### src/rtl/program_loader_if.sv
// Loader-side bundle: UART byte handshake, program-memory write port, phase flags.
// Latency: none, wires only.
// Backpressure: tx_ready throttles tx_valid; the rx and program-memory sides have no stall.
// Ports: start/rx_valid/rx_data/tx_ready flow into the loader (master inputs);
//        tx_*, prog_*, the four *_finished pulses, done and error flow out of it.
interface program_loader_if #(
  parameter int ADDR_WIDTH = 13
);
  logic                  start;
  logic                  rx_valid;
  logic [7:0]            rx_data;
  logic                  tx_ready;
  logic                  tx_valid;
  logic [7:0]            tx_data;
  logic                  prog_we;
  logic [ADDR_WIDTH-1:0] prog_addr;
  logic [31:0]           prog_wdata;
  logic                  transmit_0x99_finished;
  logic                  receive_program_data_size_finished;
  logic                  receive_program_data_finished;
  logic                  transmit_0xAA_finished;
  logic                  done;
  logic                  error;

  // The loader itself.
  modport master (
    input  start, rx_valid, rx_data, tx_ready,
    output tx_valid, tx_data, prog_we, prog_addr, prog_wdata,
           transmit_0x99_finished, receive_program_data_size_finished,
           receive_program_data_finished, transmit_0xAA_finished,
           done, error
  );

  // UART, program memory and state controller side.
  modport slave (
    output start, rx_valid, rx_data, tx_ready,
    input  tx_valid, tx_data, prog_we, prog_addr, prog_wdata,
           transmit_0x99_finished, receive_program_data_size_finished,
           receive_program_data_finished, transmit_0xAA_finished,
           done, error
  );
endinterface

### src/rtl/program_loader.sv
// Boot loader: sends 0x99, reads a 4-byte LE size, packs the program into 32-bit words, sends 0xAA.
// Latency: one cycle from rx byte / tx acceptance to the registered write strobe or finished flag.
// Backpressure: tx_valid and tx_data hold until tx_ready; rx bytes are never stalled.
// Ports: clk, reset (synchronous, active high), bus (program_loader_if.master).
module program_loader #(
  parameter int ADDR_WIDTH = 13
) (
  input logic              clk,
  input logic              reset,
  program_loader_if.master bus
);

  // Program memory capacity in bytes, one bit wider so that ADDR_WIDTH=30 still fits.
  localparam logic [32:0] CAPACITY = 33'd4 << ADDR_WIDTH;

  typedef enum logic [2:0] {
    IDLE,
    SEND_99,
    RECV_SIZE,
    RECV_DATA,
    SEND_AA,
    DONE,
    ERROR
  } state_t;

  state_t      state;
  logic [31:0] size_q;
  logic [31:0] byte_count;
  logic [31:0] word_buf;

  logic [1:0]  lane;
  logic [31:0] count_next;
  logic [31:0] size_next;
  logic [31:0] word_next;
  logic        last_byte;

  assign lane       = byte_count[1:0];
  assign count_next = byte_count + 32'd1;
  // Size bytes arrive LSB first: shifting each new byte in at the top leaves the
  // first one in bits 7:0 after four bytes.
  assign size_next  = {bus.rx_data, size_q[31:8]};
  // word_buf is cleared after every write, so untouched upper lanes of a partial
  // final word are already zero.
  assign word_next  = word_buf | ({24'd0, bus.rx_data} << {lane, 3'b000});
  assign last_byte  = (count_next == size_q);

  always_ff @(posedge clk) begin
    if (reset) begin
      state                                  <= IDLE;
      size_q                                 <= '0;
      byte_count                             <= '0;
      word_buf                               <= '0;
      bus.tx_valid                           <= 1'b0;
      bus.tx_data                            <= 8'h00;
      bus.prog_we                            <= 1'b0;
      bus.prog_addr                          <= '0;
      bus.prog_wdata                         <= '0;
      bus.transmit_0x99_finished             <= 1'b0;
      bus.receive_program_data_size_finished <= 1'b0;
      bus.receive_program_data_finished      <= 1'b0;
      bus.transmit_0xAA_finished             <= 1'b0;
      bus.done                               <= 1'b0;
      bus.error                              <= 1'b0;
    end else begin
      // Strobes and finished flags are single-cycle unless re-asserted below.
      bus.prog_we                            <= 1'b0;
      bus.transmit_0x99_finished             <= 1'b0;
      bus.receive_program_data_size_finished <= 1'b0;
      bus.receive_program_data_finished      <= 1'b0;
      bus.transmit_0xAA_finished             <= 1'b0;

      case (state)
        IDLE: begin
          if (bus.start) begin
            state        <= SEND_99;
            bus.tx_valid <= 1'b1;
            bus.tx_data  <= 8'h99;
          end
        end

        SEND_99: begin
          if (bus.tx_valid && bus.tx_ready) begin
            state                      <= RECV_SIZE;
            bus.tx_valid               <= 1'b0;
            bus.tx_data                <= 8'h00;
            bus.transmit_0x99_finished <= 1'b1;
          end
        end

        RECV_SIZE: begin
          if (bus.rx_valid) begin
            size_q <= size_next;
            if (lane == 2'd3) begin
              // byte_count restarts so RECV_DATA counts data bytes from zero.
              byte_count                             <= '0;
              bus.receive_program_data_size_finished <= 1'b1;
              if (size_next == 32'd0) begin
                state        <= SEND_AA;
                bus.tx_valid <= 1'b1;
                bus.tx_data  <= 8'hAA;
              end else if ({1'b0, size_next} > CAPACITY) begin
                state     <= ERROR;
                bus.error <= 1'b1;
              end else begin
                state <= RECV_DATA;
              end
            end else begin
              byte_count <= count_next;
            end
          end
        end

        RECV_DATA: begin
          if (bus.rx_valid) begin
            byte_count <= count_next;
            if (lane == 2'd3 || last_byte) begin
              bus.prog_we    <= 1'b1;
              bus.prog_addr  <= byte_count[ADDR_WIDTH+1:2];
              bus.prog_wdata <= word_next;
              word_buf       <= '0;
            end else begin
              word_buf <= word_next;
            end
            if (last_byte) begin
              state                             <= SEND_AA;
              bus.receive_program_data_finished <= 1'b1;
              bus.tx_valid                      <= 1'b1;
              bus.tx_data                       <= 8'hAA;
            end
          end
        end

        SEND_AA: begin
          if (bus.tx_valid && bus.tx_ready) begin
            state                      <= DONE;
            bus.tx_valid               <= 1'b0;
            bus.tx_data                <= 8'h00;
            bus.transmit_0xAA_finished <= 1'b1;
            bus.done                   <= 1'b1;
          end
        end

        // Terminal states: only reset leaves them.
        DONE:    ;
        ERROR:   ;
        default: state <= IDLE;
      endcase
    end
  end

endmodule

### src/flat_wrapper.sv
// flat-port wrapper written by rule: the top's interface ports become plain ports
module program_loader_flat 
#(
  parameter int ADDR_WIDTH = 13
)
  (clk, reset, bus_start, bus_rx_valid, bus_rx_data, bus_tx_ready, bus_tx_valid, bus_tx_data, bus_prog_we, bus_prog_addr, bus_prog_wdata, bus_transmit_0x99_finished, bus_receive_program_data_size_finished, bus_receive_program_data_finished, bus_transmit_0xAA_finished, bus_done, bus_error);
  program_loader_if #(.ADDR_WIDTH(ADDR_WIDTH)) bus_i ();
  input logic clk;
  input logic reset;
  input wire logic [$bits(bus_i.start)-1:0] bus_start;
  input wire logic [$bits(bus_i.rx_valid)-1:0] bus_rx_valid;
  input wire logic [$bits(bus_i.rx_data)-1:0] bus_rx_data;
  input wire logic [$bits(bus_i.tx_ready)-1:0] bus_tx_ready;
  output wire logic [$bits(bus_i.tx_valid)-1:0] bus_tx_valid;
  output wire logic [$bits(bus_i.tx_data)-1:0] bus_tx_data;
  output wire logic [$bits(bus_i.prog_we)-1:0] bus_prog_we;
  output wire logic [$bits(bus_i.prog_addr)-1:0] bus_prog_addr;
  output wire logic [$bits(bus_i.prog_wdata)-1:0] bus_prog_wdata;
  output wire logic [$bits(bus_i.transmit_0x99_finished)-1:0] bus_transmit_0x99_finished;
  output wire logic [$bits(bus_i.receive_program_data_size_finished)-1:0] bus_receive_program_data_size_finished;
  output wire logic [$bits(bus_i.receive_program_data_finished)-1:0] bus_receive_program_data_finished;
  output wire logic [$bits(bus_i.transmit_0xAA_finished)-1:0] bus_transmit_0xAA_finished;
  output wire logic [$bits(bus_i.done)-1:0] bus_done;
  output wire logic [$bits(bus_i.error)-1:0] bus_error;
  assign bus_i.start = bus_start;
  assign bus_i.rx_valid = bus_rx_valid;
  assign bus_i.rx_data = bus_rx_data;
  assign bus_i.tx_ready = bus_tx_ready;
  assign bus_tx_valid = bus_i.tx_valid;
  assign bus_tx_data = bus_i.tx_data;
  assign bus_prog_we = bus_i.prog_we;
  assign bus_prog_addr = bus_i.prog_addr;
  assign bus_prog_wdata = bus_i.prog_wdata;
  assign bus_transmit_0x99_finished = bus_i.transmit_0x99_finished;
  assign bus_receive_program_data_size_finished = bus_i.receive_program_data_size_finished;
  assign bus_receive_program_data_finished = bus_i.receive_program_data_finished;
  assign bus_transmit_0xAA_finished = bus_i.transmit_0xAA_finished;
  assign bus_done = bus_i.done;
  assign bus_error = bus_i.error;
  program_loader #(.ADDR_WIDTH(ADDR_WIDTH)) u_core (.clk(clk), .reset(reset), .bus(bus_i));
endmodule
### config.mk
export PLATFORM = sky130hd
export DESIGN_NAME = program_loader_flat
export DESIGN_NICKNAME = d
export VERILOG_FILES = /design/src/rtl/program_loader_if.sv /design/src/rtl/program_loader.sv /design/src/flat_wrapper.sv
export SDC_FILE = /design/constraint.sdc
export NUM_CORES = 1
export LEC_CHECK = 0
export CAP_MARGIN = 20
export CORE_ASPECT_RATIO = 0.7
export CORE_MARGIN = 3
export CORE_UTILIZATION = 42
export CTS_BUF_LIST = sky130_fd_sc_hd__clkbuf_8
export DETAILED_ROUTE_END_ITERATION = 8
export PLACE_DENSITY = 0.73
export RECOVER_POWER = 100
export SYNTH_ARGS = -nofsm -noshare
export SYNTH_HDL_FRONTEND = slang
export SYNTH_SLANG_ARGS = --single-unit
### constraint.sdc
create_clock -name clk -period 3.3 [get_ports clk]
set_clock_uncertainty 0.1 [all_clocks]
set_input_delay 0.825 -clock clk [delete_from_list [all_inputs] [get_ports clk]]
set_output_delay 0.825 -clock clk [all_outputs]
set_load 0.02 [all_outputs]
==> impl_results.md, run 1 <==
* Initial antenna violation count at 0
* Cell Pwr Density at around 420 mW/mm²
* Via count of the first global-routing pass at between 7000 and 8000
* Core outline area at about 0.018 mm²
* Shortest period the worst path allows at roughly 3.2 ns
* Met3 usage at 0.0717
* Largest net degree at the start of global routing at 87
* Warnings from Yosys at 0
* Top Usage Layer GRT: met1
* # setup viols final at 0
* R2r endpoint: u_core.bus.prog_wdata[18]$_SDFFE_PP0P_
* Rows at between 40 and 50
* Hold Path End: u_core.bus.done$_SDFFE_PP0P_
* Critical path class: flop to flop
* Pre-CTS setup slack at -0.161 ns
* Gp weighted congestion at 1.03
* Slew Limit Fails at 0
* PnR worst setup slack at 0.100 ns
* CP endpoint kind: flop
* Worst hold start: u_core.bus.done$_SDFFE_PP0P_
* CTS tree: yes
* Crit path required time at roughly 3.6 ns
* Post-DRT Antenna Nets at 0
* GRT met2 Usage at 0.337
* Synth cell types at 74
* EDFF count, synth at 0
* Seq cells post-synth at 155
* Overall routing resource usage at 0.252
* Register area share after synthesis at 0.384
* Clk Latency, worst-skew pair at 0.46 ns
* HP Class: flop to flop
* Tightest Pin Transition at 0.932 ns
* Via count at about 8300
* Nets at 1118
* CTS Root Cell: clkbuf_8
* R2R Setup Slk at 0.10 ns
* Top_reg_cell synth: dfxtp_1
* Area delta synth->final at 22.6%
* Pleak at 0.00401 µW
* Top area cells in the synthesized netlist: dfxtp_1, a21oi_1, nand2_1
* Final period utilization at 0.970
* Post-synth top area cell: dfxtp_1
* TritonCTS buffer count at 17
* TritonRoute pass-1 iters at 5
* Hold depth at 1
* Post-Synthesis Cells at 1013
* Max Freq at 313 MHz
* Worst VDD drop at 0.000242 V
* Die Y at 122 µm
* H-tree levels at 4
* Largest fanout on the critical path at 12
* Initial drt markers at 1161
* Final TNS setup at 0 ns
* Clk slew on worst S/H paths at 0.09 ns
* RSZ-0062 raised after global routing: false
* Die width at between 150 and 200 µm
* Post-Syn Area at just over 0.008 mm²
* Status: finished, final reports clean
* GRT overflow at 0
* Hold Buf Count CTS at 0
* Fin util at 0.538
* # IOs at 74
* Worst-case hold slack at 0.364 ns
* # port buffers at 71
* CP Launch Type: flop
* Number of remaining DRC errors at 0
* GR Util met1 at 0.397
* Initial Utilization at 0.439
* Max clock buf depth at 2
* Layout cells sized above 1 at 0.155
* Async set-or-reset flop fraction in the synthesized netlist at 0
* Post-Route WL at about 27000 µm
* Global-route wire length before repair at 41400 µm
* WL/cell at 20.2 µm
* Diodes inserted at 0
* R2r startpoint: u_core.byte_count[3]$_SDFFE_PP0P_
* Via density at 6.15
* Die Footprint at 0.0210 mm²
* Fillers at 1657
* Post-DP HPWL at 19000 µm
* Worst path arrival time at 3.45 ns
* Total of max-cap violations at 0
* Cell area after layout at 0.00990 mm²
* Clk sinks at around 160
* DP Area at 0.00942 mm²
* Hold Violations, Final at 0
* Reg2Reg Depth at 10
* Slew headroom at 0.379
* Syn Area/Cell at 7.98 µm²
* Top-area cell type share of the netlist area at 0.384
-- synth_stat cells (7+ instances only) --
library cell,number
a21oi_1,127
a22oi_1,32
a311oi_1,7
and2_1,8
and3_1,13
and4_1,8
buf_1,8
buf_2,16
buf_4,11
clkbuf_1,70
dfxtp_1,155
inv_1,7
nand2_1,111
nand3_1,28
nand4_1,22
nor2_1,91
nor3_1,21
nor4_1,20
o211a_1,34
o211ai_1,47
o21ai_0,31
or3_1,11
xnor2_1,29
xor2_1,12
-- cell usage in the layout (no fill, tap or decap), types with 21 or more instances in the layout --
cell           count
nor2_1            89
nor3_1            21
dlygate4sd3_1     61
o211ai_1          47
xnor2_1           29
o21ai_0           31
o211a_1           34
nand3_1           29
a22oi_1           32
a21oi_1          126
dfxtp_1          150
buf_4             93
nand4_1           22
nand2_1          111
-- power by group --
part | internal, µW | leakage, µW | switching, µW
combinational | 273 | 0.00258 | 537
sequential | 1910 | 0.00125 | 69.9
clock | 547 | 0.000182 | 828
-- what timing repair did --
action / CTS / global route
setup endpoints to repair: 80 / 86
hold endpoints to repair: 0 / 0
setup buffers: 0 / 3
gates cloned: 0 / 3
pin swaps: 0 / 4
resized for setup: 2 / 24
-- registers in the layout, summed over array words and instances (netlist names) --
name	flops
u_core.word_buf	32
u_core.state	3
u_core.bus.tx_valid	1
u_core.bus.prog_wdata	32
u_core.bus.prog_addr	13
u_core.bus.receive_program_data_finished	1
u_core.bus.prog_we	1
u_core.bus.tx_data	3
u_core.size_q	32
u_core.bus.done	1
u_core.bus.receive_program_data_size_finished	1
u_core.bus.error	1
u_core.bus.transmit_0x99_finished	1
u_core.bus.transmit_0xAA_finished	1
u_core.byte_count	32
-- layout make-up --
class | instances | area [µm²] | area share
Multi-Input combinational cell | 742 | 4530 | 0.457
Tap cell | 236 | 295 | 0.0298
Clock buffer | 17 | 234 | 0.0236
Inverter | 8 | 30.0 | 0.00303
Timing Repair Buffer | 179 | 1570 | 0.158
Sequential cell | 155 | 3120 | 0.315
Clock inverter | 15 | 131 | 0.0133
-- routing by layer --
layer	routed length (µm)	vias up	part of all wire
met5	0	-	0
li1	-	3884	-
met2	10800	466	0.40
met3	3060	22	0.11
met4	252	0	0.0092
met1	13100	3943	0.48
-- worst max-delay path: stages, from the launching register on --
cell and delay [ns]:
dfxtp_1 0.36, buf_6 0.15, nand4_1 0.12, or4_4 0.57, or3_1 0.44, a221oi_1 0.32
and4b_1 0.23, and4_4 0.31, clkbuf_8 0.24, o211ai_1 0.10, o211a_1 0.15
-- worst max path at each step --
| stage | start | to | slack [ns] |
|---|---|---|---|
| 2_1_floorplan | u_core.byte_count[19]$_SDFFE_PP0P_ | u_core.bus.prog_wdata[31]$_SDFFE_PP0P_ | 0.28 |
| 3_3_place_gp | u_core.byte_count[1]$_SDFFE_PP0P_ | u_core.bus.tx_data[4]$_SDFFE_PP0P_ | 0.03 |
| 3_5_place_dp | u_core.byte_count[1]$_SDFFE_PP0P_ | u_core.bus.tx_data[5]$_SDFFE_PP0P_ | -0.16 |
| 4_1_cts | u_core.byte_count[1]$_SDFFE_PP0P_ | u_core.bus.prog_wdata[2]$_SDFFE_PP0P_ | 0.01 |
| 5_1_grt | u_core.byte_count[0]$_SDFFE_PP0P_ | u_core.state[2]$_SDFFE_PP0P_ | 0.004 |
| 6_report | u_core.byte_count[3]$_SDFFE_PP0P_ | u_core.bus.prog_wdata[18]$_SDFFE_PP0P_ | 0.10 |
-- logic make-up after synthesis --
| family | share of synthesized area |
|---|---|
| xor+xnor | 0.0444 |
| buf+inv | 0.0649 |
| simple gates | 0.235 |
| compound gates | 0.266 |
| fa+ha+maj | 0.00310 |
| other cells | 0.000464 |
| flops | 0.384 |
| mux | 0.00139 |
-- stage by stage --
stage               total power [µW]  cells
floorplan                       2510   1014
global placement                2780   1313
detailed placement              2790   1313
CTS                             4140   1345
global route                    4340   1352
finish                          4170   1352
(Power assumes the default switching activity.)
==> run 2: changes to the inputs <==
Settings changed: GPL_ROUTABILITY_DRIVEN from default to 0, PLACE_DENSITY 0.73 to 0.7.
Clock period 3.3 ns to 3.71 ns, I/O delays scaled along.
==> impl_results.md, run 2 (same netlist as run 1, synthesis figures left out) <==
* Overall routing resource usage at 0.238 (-0.0133)
* Initial drt markers at 910 (-22%)
* Combinational share of power at 0.171 (-0.023)
* Total of max-cap violations at 1 (+1)
* Initial antenna violation count at 0 (unchanged)
* Clk slew on worst S/H paths at 0.10 ns (about the same)
* # Post-CTS Setup Buffers at 0 (unchanged)
* Most frequent cells in the layout: dfxtp_1, a21oi_1, nand2_1, nor2_1, dlygate4sd3_1
* Core outline area at 0.0184 mm² (unchanged)
* Post-DRT Antenna Nets at 0 (unchanged)
* Sw frac at 0.313 (-0.0310)
* RSZ-0062 raised after global routing: false
* Via count at 8039 (-3.3%)
* Worst hold start: u_core.bus.done$_SDFFE_PP0P_
* Cell Pwr Density at 410 mW/mm² (-2.6%)
* Worst path arrival time at 3.81 ns (+0.36 ns)
* Slew headroom at 0.0164 (-0.362)
* Die width at 172 µm (unchanged)
* # setup viols final at 0 (unchanged)
* Clk sinks at 155 (unchanged)
* TritonRoute pass-1 iters at 5 (unchanged)
* Via count of the first global-routing pass at 7181 (-2.6%)
* Clk Latency, worst-skew pair at 0.46 ns (about the same)
* Final Non-Filler Cells at 1306 (-3.4%)
* Rows at 41 (unchanged)
* Crit path required time at 3.98 ns (+0.43 ns)
* Fin util at 0.518 (-0.0194)
* Switching Power at 1230 µW (-15%)
* Largest net degree at the start of global routing at 87 (unchanged)
* Worst VDD drop at 0.000248 V (+2.3%)
* CP max-delay cell: or4_4
* Die Footprint at 0.0210 mm² (unchanged)
* Crit-path cells: nand4_1 > or4_4 > or3_1 > a221oi_1 > and4b_1 > and4_2 > buf_12 > o211ai_1 > o211a_1
* Post-CTS Resized at 0 (-2)
* CTS Root Cell: clkbuf_8
* R2r startpoint: u_core.byte_count[11]$_SDFFE_PP0P_
* Violated checks: max-capacitance violations
* Hold Buf Count CTS at 0 (unchanged)
* Tightest Pin Transition at 1.46 ns (+0.528 ns)
* Post-DP HPWL at 17500 µm (-8.0%)
* Number of remaining DRC errors at 0 (unchanged)
* Largest fanout on the critical path at 27 (+15)
* Via density at 6.16 (about the same)
* WL/cell at 19.2 µm (-4.7%)
* Total Power at 3910 µW (-6.1%)
* Placed Cells at 1274 (-3.0%)
* Clock power share at 0.377 (+0.047)
* Critical Path Start: u_core.byte_count[11]$_SDFFE_PP0P_
* Slew Limit Fails at 0 (unchanged)
* Status: complete, but fails checks
* Initial Utilization at 0.439 (unchanged)
* Post-Route WL at 25100 µm (-8.0%)
* P_int at 2690 µW (-1.7%)
* Diodes inserted at 0 (unchanged)
* Most common cell after layout, fill and taps aside: dfxtp_1
* CP max stage delay at 0.67 ns (+0.10 ns)
* Seq pwr share at 0.452 (-0.024)
* Reg2Reg Depth at 9 (-1)
* Worst-case hold slack at 0.368 ns (+0.00397 ns)
* Hold depth at 1 (unchanged)
* Pleak at 0.00380 µW (-5.3%)
* Worst path depth at 9 (-1)
* GRT overflow at 0 (unchanged)
* H-tree levels at 4 (unchanged)
* Max clock buf depth at 2 (unchanged)
* Layout cells sized above 1 at 0.107 (-0.0475)
* Max Freq at 283 MHz (-9.6%)
* # port buffers at 71 (unchanged)
* TritonCTS buffer count at 17 (unchanged)
* CP Launch Type: flop
* Final TNS setup at 0 ns (unchanged)
* CP endpoint kind: flop
* Critical path buffers and inverters at 1 (-1)
* CTS tree: yes
* Area delta synth->final at 18.2%
* Critical path class: flop to flop
* Final period utilization at 0.954 (-0.0157)
* HP Class: flop to flop
* # IOs at 74 (unchanged)
* Shortest period the worst path allows at 3.54 ns (+0.339 ns)
* Hold Violations, Final at 0 (unchanged)
* Die Y at 122 µm (unchanged)
* Nets at 1073 (-4.0%)
* CP delay by family, top: simple AND/OR/NAND/NOR gates
* Global-route wire length before repair at 39600 µm (-4.5%)
-- run 2: path summary, 6_finish.rpt --
path | endpoint | slack (ns)
max reg2reg | u_core.bus.prog_wdata[9]$_SDFFE_PP0P_ | 0.17
min | u_core.bus.done$_SDFFE_PP0P_ | 0.37
min reg2reg | u_core.bus.done$_SDFFE_PP0P_ | 0.37
max | u_core.bus.prog_wdata[9]$_SDFFE_PP0P_ | 0.17
-- run 2: area by class of cell --
| class | count | area (µm²) |
|---|---|---|
| Clock buffer | 18 | 248 |
| Clock inverter | 13 | 204 |
| Fill cell | 1746 | 8870 |
| Inverter | 8 | 30.0 |
| Multi-Input combinational cell | 742 | 4470 |
| Sequential cell | 155 | 3100 |
| Tap cell | 236 | 295 |
| Timing Repair Buffer | 134 | 1190 |
-- run 2: per-stage QoR --
stage          instance area, µm²  setup slack [ns]
6_report                     9550             0.171
5_1_grt                      9550            0.0554
4_1_cts                      9590             0.233
3_5_place_dp                 9140             0.232
3_3_place_gp                 9140             0.293
2_1_floorplan                8080             0.694
-- run 2: metal layers --
| metal | track usage | vias up | share of wire |
|---|---|---|---|
| met1 | 0.384 | 3869 | 0.50 |
| li1 | - | 3783 | - |
| met5 | 0 | - | 0 |
| met4 | 0.0508 | 0 | 0.011 |
| met3 | 0.0720 | 23 | 0.11 |
| met2 | 0.302 | 364 | 0.39 |
-- run 2: power by group through the flow --
stage / clock network (µW) / registers [µW] / logic, µW
floorplan: 0 / 1790 / 448
CTS: 1500 / 1770 / 673
finish: 1480 / 1770 / 669
global placement: 0 / 1800 / 661
detailed placement: 0 / 1810 / 674
global route: 1560 / 1770 / 719
